===== src/rtl/pixel_write_arbiter_if.sv =====
// Pixel bus between the two renderers, the arbiter and vga_adapter.
// The master side drives pixels in; the slave side is the arbiter.
interface pixel_write_arbiter_if #(
    parameter int nX          = 10,
    parameter int nY          = 9,
    parameter int COLOR_DEPTH = 9
);
    logic [nX-1:0]          a_x;
    logic [nY-1:0]          a_y;
    logic [COLOR_DEPTH-1:0] a_color;
    logic                   a_write;
    logic                   a_ready;

    logic [nX-1:0]          b_x;
    logic [nY-1:0]          b_y;
    logic [COLOR_DEPTH-1:0] b_color;
    logic                   b_write;
    logic                   b_ready;

    logic [nX-1:0]          out_x;
    logic [nY-1:0]          out_y;
    logic [COLOR_DEPTH-1:0] out_color;
    logic                   out_write;
    logic [1:0]             overflow;

    modport master (
        output a_x, a_y, a_color, a_write,
        output b_x, b_y, b_color, b_write,
        input  a_ready, b_ready,
        input  out_x, out_y, out_color, out_write, overflow
    );

    modport slave (
        input  a_x, a_y, a_color, a_write,
        input  b_x, b_y, b_color, b_write,
        output a_ready, b_ready,
        output out_x, out_y, out_color, out_write, overflow
    );
endinterface


===== src/rtl/pixel_write_arbiter.sv =====
// Two-port pixel write arbiter: per-port FIFOs drained one pixel per cycle into a
// registered write stream, port A preferred, port B forced after MAX_WAIT A grants.
module pixel_write_arbiter #(
    parameter int nX          = 10,
    parameter int nY          = 9,
    parameter int COLOR_DEPTH = 9,
    parameter int DEPTH       = 4,
    parameter int MAX_WAIT    = 8
) (
    input  logic                  Clock,
    input  logic                  Resetn,
    input  logic                  flush,
    pixel_write_arbiter_if.slave  bus
);
    localparam int W  = nX + nY + COLOR_DEPTH;
    localparam int PW = (DEPTH > 1) ? $clog2(DEPTH) : 1;
    localparam int CW = PW + 1;

    logic [1:0][W-1:0] din;
    logic [1:0]        wr;
    logic [1:0][W-1:0] head;
    logic [1:0]        non_empty;
    logic [1:0]        full;
    logic [1:0]        push_ok;
    logic [1:0]        drop;
    logic [1:0]        grant;

    logic [7:0]             wait_reg;
    logic                   force_b;
    logic [nX-1:0]          out_x_reg;
    logic [nY-1:0]          out_y_reg;
    logic [COLOR_DEPTH-1:0] out_color_reg;
    logic                   out_write_reg;
    logic [1:0]             overflow_reg;
    logic [W-1:0]           sel_word;

    assign din[0] = {bus.a_x, bus.a_y, bus.a_color};
    assign din[1] = {bus.b_x, bus.b_y, bus.b_color};
    assign wr[0]  = bus.a_write;
    assign wr[1]  = bus.b_write;

    genvar gi;
    generate
        for (gi = 0; gi < 2; gi++) begin : g_fifo
            logic [W-1:0]  mem [DEPTH];
            logic [PW-1:0] wr_ptr_reg;
            logic [PW-1:0] rd_ptr_reg;
            logic [CW-1:0] count_reg;

            assign non_empty[gi] = (count_reg != '0);
            assign full[gi]      = (count_reg == CW'(DEPTH));
            // A full FIFO still accepts a push when its head leaves at the same edge.
            assign push_ok[gi]   = wr[gi] && !flush && (!full[gi] || grant[gi]);
            assign drop[gi]      = wr[gi] && !flush && !push_ok[gi];
            assign head[gi]      = mem[rd_ptr_reg];

            always_ff @(posedge Clock) begin
                if (push_ok[gi]) begin
                    mem[wr_ptr_reg] <= din[gi];
                end
            end

            always_ff @(posedge Clock or negedge Resetn) begin
                if (!Resetn) begin
                    wr_ptr_reg <= '0;
                    rd_ptr_reg <= '0;
                    count_reg  <= '0;
                end else if (flush) begin
                    wr_ptr_reg <= '0;
                    rd_ptr_reg <= '0;
                    count_reg  <= '0;
                end else begin
                    if (push_ok[gi]) wr_ptr_reg <= wr_ptr_reg + 1'b1;
                    if (grant[gi])   rd_ptr_reg <= rd_ptr_reg + 1'b1;
                    count_reg <= count_reg + CW'(push_ok[gi]) - CW'(grant[gi]);
                end
            end
        end
    endgenerate

    // Grants are suppressed during flush so nothing is popped or emitted.
    always_comb begin
        force_b  = non_empty[1] && (wait_reg == 8'(MAX_WAIT));
        grant[0] = !flush && non_empty[0] && !force_b;
        grant[1] = !flush && non_empty[1] && !grant[0];
        sel_word = grant[1] ? head[1] : head[0];
    end

    always_ff @(posedge Clock or negedge Resetn) begin
        if (!Resetn) begin
            wait_reg <= '0;
        end else if (flush || grant[1] || !non_empty[1]) begin
            wait_reg <= '0;
        end else if (grant[0] && (wait_reg != 8'(MAX_WAIT))) begin
            wait_reg <= wait_reg + 8'd1;
        end
    end

    always_ff @(posedge Clock or negedge Resetn) begin
        if (!Resetn) begin
            out_x_reg     <= '0;
            out_y_reg     <= '0;
            out_color_reg <= '0;
            out_write_reg <= 1'b0;
            overflow_reg  <= 2'b00;
        end else if (flush) begin
            out_write_reg <= 1'b0;
            overflow_reg  <= 2'b00;
        end else begin
            out_write_reg <= |grant;
            overflow_reg  <= overflow_reg | drop;
            if (|grant) begin
                {out_x_reg, out_y_reg, out_color_reg} <= sel_word;
            end
        end
    end

    assign bus.a_ready   = !full[0];
    assign bus.b_ready   = !full[1];
    assign bus.out_x     = out_x_reg;
    assign bus.out_y     = out_y_reg;
    assign bus.out_color = out_color_reg;
    assign bus.out_write = out_write_reg;
    assign bus.overflow  = overflow_reg;
endmodule


===== src/flat_wrapper.sv =====
// flat-port wrapper written by rule: the top's interface ports become plain ports
module pixel_write_arbiter_flat 
#(
    parameter int nX          = 10,
    parameter int nY          = 9,
    parameter int COLOR_DEPTH = 9,
    parameter int DEPTH       = 4,
    parameter int MAX_WAIT    = 8
)
  (Clock, Resetn, flush, bus_a_x, bus_a_y, bus_a_color, bus_a_write, bus_b_x, bus_b_y, bus_b_color, bus_b_write, bus_a_ready, bus_b_ready, bus_out_x, bus_out_y, bus_out_color, bus_out_write, bus_overflow);
  pixel_write_arbiter_if #(.nX(nX), .nY(nY), .COLOR_DEPTH(COLOR_DEPTH)) bus_i ();
  input  logic Clock;
  input  logic Resetn;
  input  logic flush;
  input wire logic [$bits(bus_i.a_x)-1:0] bus_a_x;
  input wire logic [$bits(bus_i.a_y)-1:0] bus_a_y;
  input wire logic [$bits(bus_i.a_color)-1:0] bus_a_color;
  input wire logic [$bits(bus_i.a_write)-1:0] bus_a_write;
  input wire logic [$bits(bus_i.b_x)-1:0] bus_b_x;
  input wire logic [$bits(bus_i.b_y)-1:0] bus_b_y;
  input wire logic [$bits(bus_i.b_color)-1:0] bus_b_color;
  input wire logic [$bits(bus_i.b_write)-1:0] bus_b_write;
  output wire logic [$bits(bus_i.a_ready)-1:0] bus_a_ready;
  output wire logic [$bits(bus_i.b_ready)-1:0] bus_b_ready;
  output wire logic [$bits(bus_i.out_x)-1:0] bus_out_x;
  output wire logic [$bits(bus_i.out_y)-1:0] bus_out_y;
  output wire logic [$bits(bus_i.out_color)-1:0] bus_out_color;
  output wire logic [$bits(bus_i.out_write)-1:0] bus_out_write;
  output wire logic [$bits(bus_i.overflow)-1:0] bus_overflow;
  assign bus_i.a_x = bus_a_x;
  assign bus_i.a_y = bus_a_y;
  assign bus_i.a_color = bus_a_color;
  assign bus_i.a_write = bus_a_write;
  assign bus_i.b_x = bus_b_x;
  assign bus_i.b_y = bus_b_y;
  assign bus_i.b_color = bus_b_color;
  assign bus_i.b_write = bus_b_write;
  assign bus_a_ready = bus_i.a_ready;
  assign bus_b_ready = bus_i.b_ready;
  assign bus_out_x = bus_i.out_x;
  assign bus_out_y = bus_i.out_y;
  assign bus_out_color = bus_i.out_color;
  assign bus_out_write = bus_i.out_write;
  assign bus_overflow = bus_i.overflow;
  pixel_write_arbiter #(.nX(nX), .nY(nY), .COLOR_DEPTH(COLOR_DEPTH), .DEPTH(DEPTH), .MAX_WAIT(MAX_WAIT)) u_core (.Clock(Clock), .Resetn(Resetn), .flush(flush), .bus(bus_i));
endmodule

===== config.mk =====
export PLATFORM = sky130hd
export DESIGN_NAME = pixel_write_arbiter_flat
export DESIGN_NICKNAME = d
export VERILOG_FILES = /design/src/rtl/pixel_write_arbiter_if.sv /design/src/rtl/pixel_write_arbiter.sv /design/src/flat_wrapper.sv
export SDC_FILE = /design/constraint.sdc
export NUM_CORES = 1
export LEC_CHECK = 0
export ABC_AREA = 1
export ABC_CLOCK_PERIOD_IN_PS = 3500
export CORE_ASPECT_RATIO = 1.75
export CORE_MARGIN = 2
export CORE_UTILIZATION = 48
export DETAILED_ROUTE_END_ITERATION = 8
export PLACE_DENSITY = 0.68
export SLEW_MARGIN = 30
export SYNTH_ARGS = -nofsm -noshare
export SYNTH_HDL_FRONTEND = slang
export SYNTH_SLANG_ARGS = --single-unit

===== constraint.sdc =====
create_clock -name Clock -period 3.5 [get_ports Clock]
set_clock_uncertainty 0.15 [all_clocks]
set_input_delay 1.05 -clock Clock [delete_from_list [all_inputs] [get_ports Clock]]
set_output_delay 1.05 -clock Clock [all_outputs]
set_load 0.02 [all_outputs]

Word-level counts from Yosys, hierarchy flattened
Memory sizes are Yosys's and may differ from the RTL's.
Cells that the tools add are included.
{"block": "classes", "addsub": 9, "n_eq_ne": 4, "muxes": 19, "bitwise": 2, "n_reduce_logical": 33}
{"operator": "$mux W28", "count": 1}
{"operator": "$mux W2", "count": 9}
{"operator": "$mux W8", "count": 2}
{"operator": "$logic_and A1 B1 Y1", "count": 12}
{"operator": "$reduce_bool A2 Y1", "count": 5}
{"operator": "$add A2 B1 Y2 const B", "count": 4}
{"operator": "$add A8 B1 Y8 const B", "count": 1}
{"operator": "$eq A8 B4 Y1 const B", "count": 1}
{"operator": "$logic_not A1 Y1", "count": 8}
{"operator": "$ne A8 B4 Y1 const B", "count": 1}
{"operator": "$add A3 B1 Y3", "count": 2}
{"operator": "$eq A3 B3 Y1 const B", "count": 2}
{"operator": "$mux W3", "count": 2}
{"operator": "$reduce_bool A3 Y1", "count": 2}
{"operator": "$sub A3 B1 Y3", "count": 2}
{"operator": "$mux W1", "count": 5}
{"operator": "$logic_or A1 B1 Y1", "count": 4}
{"operator": "$or A2 B2 Y2", "count": 1}
{"operator": "$reduce_and A2 Y1", "count": 1}
{"operator": "$reduce_or A2 Y1", "count": 1}
{"operator": "$not A1 Y1", "count": 1}
{"block": "totals", "regBits": 53, "ramBits": 224, "inputBits": 61, "output_inout_bits": 33, "elab_cells": 81, "n_memories": 2}
{"memory": "u_core.g_fifo[0].mem", "words": 4, "width": 28, "rd": 1, "rd_clocked_by_memory_dff": 0, "wr": 1, "line_no": "pixel_write_arbiter.sv:45", "source": "logic [W-1:0] mem [DEPTH];"}
{"memory": "u_core.g_fifo[1].mem", "words": 4, "width": 28, "rd": 1, "rd_clocked_by_memory_dff": 0, "wr": 1, "line_no": "pixel_write_arbiter.sv:45"}

Logic depth before layout (Yosys ltp)
{"block": "depth", "ltp_word": 12, "mapped_depth": 16, "depth_no_buf": 16}

Worst setup path after synthesis
No wires, ideal clock.
{"block": "synth_path", "path_type": "input to register", "from": "input port flush", "to": "memory u_core.g_fifo[0].mem[2][0] (netlist bit) (enable)", "setup_time_ns": 0.413, "arrival_ns": 2.905, "required_time_ns": 2.937, "path_slack_ns": 0.032, "path_stages": 6, "n_path_buf": 1, "cell_sequence": "buf_4 > a21oi_2 > nand2_4 > nand3_1 > nand2_2 > nor2_1"}
{"block": "synth_between", "elab_chain_cells": 7, "word_cells_on_any_way": 8, "classes_between": "mux: 2; reduce/logical: 6"}
{"item": "start, declared", "line_no": "flat_wrapper.sv:14", "source": "input logic flush;"}
{"item": "$logic_not A1 Y1 *", "line_no": "pixel_write_arbiter.sv:53, pixel_write_arbiter.sv:84"}
{"item": "$logic_and A1 B1 Y1 (2 in series)", "line_no": "pixel_write_arbiter.sv:84", "source": "grant[0] = !flush && non_empty[0] && !force_b;"}
{"item": "$logic_or A1 B1 Y1", "line_no": "pixel_write_arbiter.sv:53", "source": "assign push_ok[gi] = wr[gi] && !flush && (!full[gi] || grant[gi]);"}
{"item": "$logic_and A1 B1 Y1 *", "line_no": "pixel_write_arbiter.sv:53"}
{"item": "$mux W1 *", "line_no": "pixel_write_arbiter.sv:58", "source": "if (push_ok[gi]) begin"}
{"item": "$mux W1 (not written as such) *", "line_no": "pixel_write_arbiter.sv:59", "source": "mem[wr_ptr_reg] <= din[gi];"}
{"item": "end, declared", "line_no": "pixel_write_arbiter.sv:45"}
Mark *: on every way between the ends. The rest lies on a longest branch, timed or not.

Worst setup path after layout
{"block": "layout_path", "from": "register u_core.g_fifo[1].count_reg[1]", "to": "output port bus_b_ready"}
{"block": "layout_between", "elab_chain_cells": 2}
{"item": "start, declared", "line_no": "pixel_write_arbiter.sv:48", "source": "logic [CW-1:0] count_reg;"}
{"item": "start signal, assigned", "line_no": "pixel_write_arbiter.sv:75", "source": "count_reg <= count_reg + CW'(push_ok[gi]) - CW'(grant[gi]);"}
{"item": "$eq A3 B3 Y1", "line_no": "pixel_write_arbiter.sv:51", "source": "assign full[gi] = (count_reg == CW'(DEPTH));"}
{"item": "$logic_not A1 Y1", "line_no": "pixel_write_arbiter.sv:119", "source": "assign bus.b_ready = !full[1];"}
{"item": "end, declared", "line_no": "flat_wrapper.sv:24", "source": "output wire logic [$bits(bus_i.b_ready)-1:0] bus_b_ready;"}
No other way between the ends.

==> flow_summary.ini <==
[placement]
port_buffers = 93
dpl.hpwl_um = 15500
place_area_um2 = 12700
place.gp.congestion = 0.812
dp_slack_ns = 0.0272

[pwr]
p_seq_frac = 0.419
power_switching_share = 0.340
powerDensity_nw_per_um2 = 747
pwr-share-comb = 0.325
internal_power_mw = 6.63
p_clk_frac = 0.256
irDropWorstVdd_mv = 0.397
finalPower_mw = 10.0
switchingPower_mw = 3.42
leakage_nw = 5.15

[synthesis]
ys_warn_count = 0
synth_fp_nets = 1046
synth_ff_type = edfxtp_1
synth_top_family_by_area = simple AND/OR/NAND/NOR gates
syn-mean-instance-area_um2 = 11.7
synth_simple_gate_area_frac = 0.177
synth_top_cell_by_area = edfxtp_1
synth_compound_area_frac = 0.0461
async_reset_ff_frac = 0.191
synth_edf_count = 224
synth_xor_area_frac = 0.00620
synth_top_area_frac = 0.595
yosysUniqueCellTypes = 30
syn_inst = 969
synthAdderAreaFrac = 0.0190
ys_seq_area_frac = 0.712
yosys-top-cells-area = edfxtp_1 (59%), dfrtp_1 (12%), nand2_1 (10%)
synth_mux_area_frac = 0
syn-cell-area_um2 = 11300
ys_ff_latch = 277

[worst_setup_path]
start_kind = register
crit_fanout = 4
worst-endpoint-required_ns = 2.30
cp.arrival_ns = 1.91
critical_path_class = register to output port
endpoint_kind = output port

[sta]
rsz0062_at_grt = no
finalSetupViolCount = 0
setup_tns_ns = 0
finalHoldViolCount = 0
worst_pin_slew_ns = 0.634
min_period_ns = 3.11
slew_headroom = 0.577
post-route-period-util = 0.889
fmax_mhz = 322
setup_slack_ns = 0.390
whs_ns = 0.355
slew_violations = 0

[layout]
nNetsFinal = 1146
mostFrequentLayoutCells = nand2_1 (308), edfxtp_1 (224), nand3_1 (120), clkdlybuf4s50_1 (92), a21oi_1 (55)
syn2layout_area_growth_pct = 18.9
antennaDiodeCount = 0
postLayoutCellArea_um2 = 13400
layout_commonest_cell = nand2_1
largest_reg_flops = 224
drive_gt1_frac = 0.0847

[clock_tree]
clock-sinks = 277
h-tree-depth = 1
cts_buffers = 23
root_buffer = clkbuf_16
cts_tree = done
post_cts_resized = 0
postCtsHoldBufs = 0
insertion_delay_ns = 0.51
clock_tree.buffer_depth = 3
path_clk_slew_ns = 0.07
cts_setup_buffers = 0

[global_routing]
grt_pass1_vias = 7270
gr-usage-all-layers = 0.193
grt_max_degree = 58
antenna_found_initial = 0
grt_pass1_wl_um = 37900
grt_overflow = 0

[drt]
vias_per_cell = 5.22
drtIter0Drc = 449
finalWirelength_um = 23500
route.detailed.drc = 0
vias = 7251
dr.pass1.iters = 4
wire_per_inst_um = 16.9
detail-route-antenna-nets = 0

[floorplanning]
die-width_um = 120
chipHeight_um = 207
rows = 74
dieArea_um2 = 24800
core_um2 = 23200
io_pins = 94
initial_utilization = 0.487

[job]
cap_violations = 0

[run_status]
run_status = complete, no violations

[hold_path]
holdCritPathClass = register to register
## cell type report
cell class              instances  area (um2)
flip-flops and latches        277        8050
inverters                      39         151
multi-input cells             603        2830
well taps                     304         380
clock buffers                  31         626
clock inverters                11         136
repair buffers                125        1270
fillers                      1900        9800
## power by group through the flow
stage | sequential [mW] | clock, mW | combinational [mW]
final | 4.21 | 2.58 | 3.26
after global routing | 4.24 | 2.74 | 3.66
after CTS | 4.21 | 2.62 | 3.31
after detailed placement | 4.27 | 0 | 3.29
after global placement | 4.27 | 0 | 3.22
after floorplan | 4.41 | 0 | 1.98
## logic make-up after synthesis
logic type               count (synthesis)
adder cells (fa/ha/maj)                 16
AO/OA/AOI/OAI                          101
XOR/XNOR                                 8
flip-flops                             277
buffers and inverters                   89
AND/OR/NAND/NOR                        478
## critical path: stages, from the launching register on
cell and delay, ns:
dfrtp_1 0.44, nor3_1 0.23, buf_4 0.17, inv_1 0.04, clkdlybuf4s50_1 0.52
## Yosys cell counts (all sizes together), types with 4 or more instances
library cell	n
a21oi	56
clkbuf	11
buf	39
inv	38
o22ai	4
nand2	317
xor2	4
nand3	120
edfxtp	224
nor2	37
xnor2	4
dfrtp	53
o21ai	40
ha	14
## layer usage
layer | vias up | share of wire | GRT usage
met4 | 0 | 0.025 | 0.0621
met3 | 36 | 0.035 | 0.0201
met1 | 3553 | 0.41 | 0.244
met2 | 142 | 0.53 | 0.344
met5 | - | 0 | 0
li1 | 3520 | - | -
## final timing paths
| check | slack [ns] | from | to | cells past startpoint |
|---|---|---|---|---|
| hold reg to reg | 0.36 | u_core.wait_reg[0]$_DFFE_PN0P_ | u_core.wait_reg[0]$_DFFE_PN0P_ | 1 |
| hold / removal | 0.36 | u_core.wait_reg[0]$_DFFE_PN0P_ | u_core.wait_reg[0]$_DFFE_PN0P_ | 1 |
| max in group asynchronous | 2.23 | Resetn | u_core.bus.out_y[1]$_DFFE_PN0P_ | 2 |
| setup / recovery | 0.39 | u_core.g_fifo[1].count_reg[1]$_DFF_PN0_ | bus_b_ready | 4 |
| setup reg to reg | 0.89 | u_core.wait_reg[0]$_DFFE_PN0P_ | u_core.g_fifo[1].count_reg[2]$_DFF_PN0_ | 16 |
| min in group asynchronous | 0.37 | Resetn | u_core.bus.out_write$_DFF_PN0_ | 1 |
## per-stage QoR
| step | util | instances |
|---|---|---|
| CTS | 0.578 | 1390 |
| global route | 0.578 | 1390 |
| global placement | 0.545 | 1348 |
| finish | 0.578 | 1390 |
| floorplan | - | 969 |
| detailed placement | 0.545 | 1348 |
No activity file was read; power rests on OpenSTA's default activity.
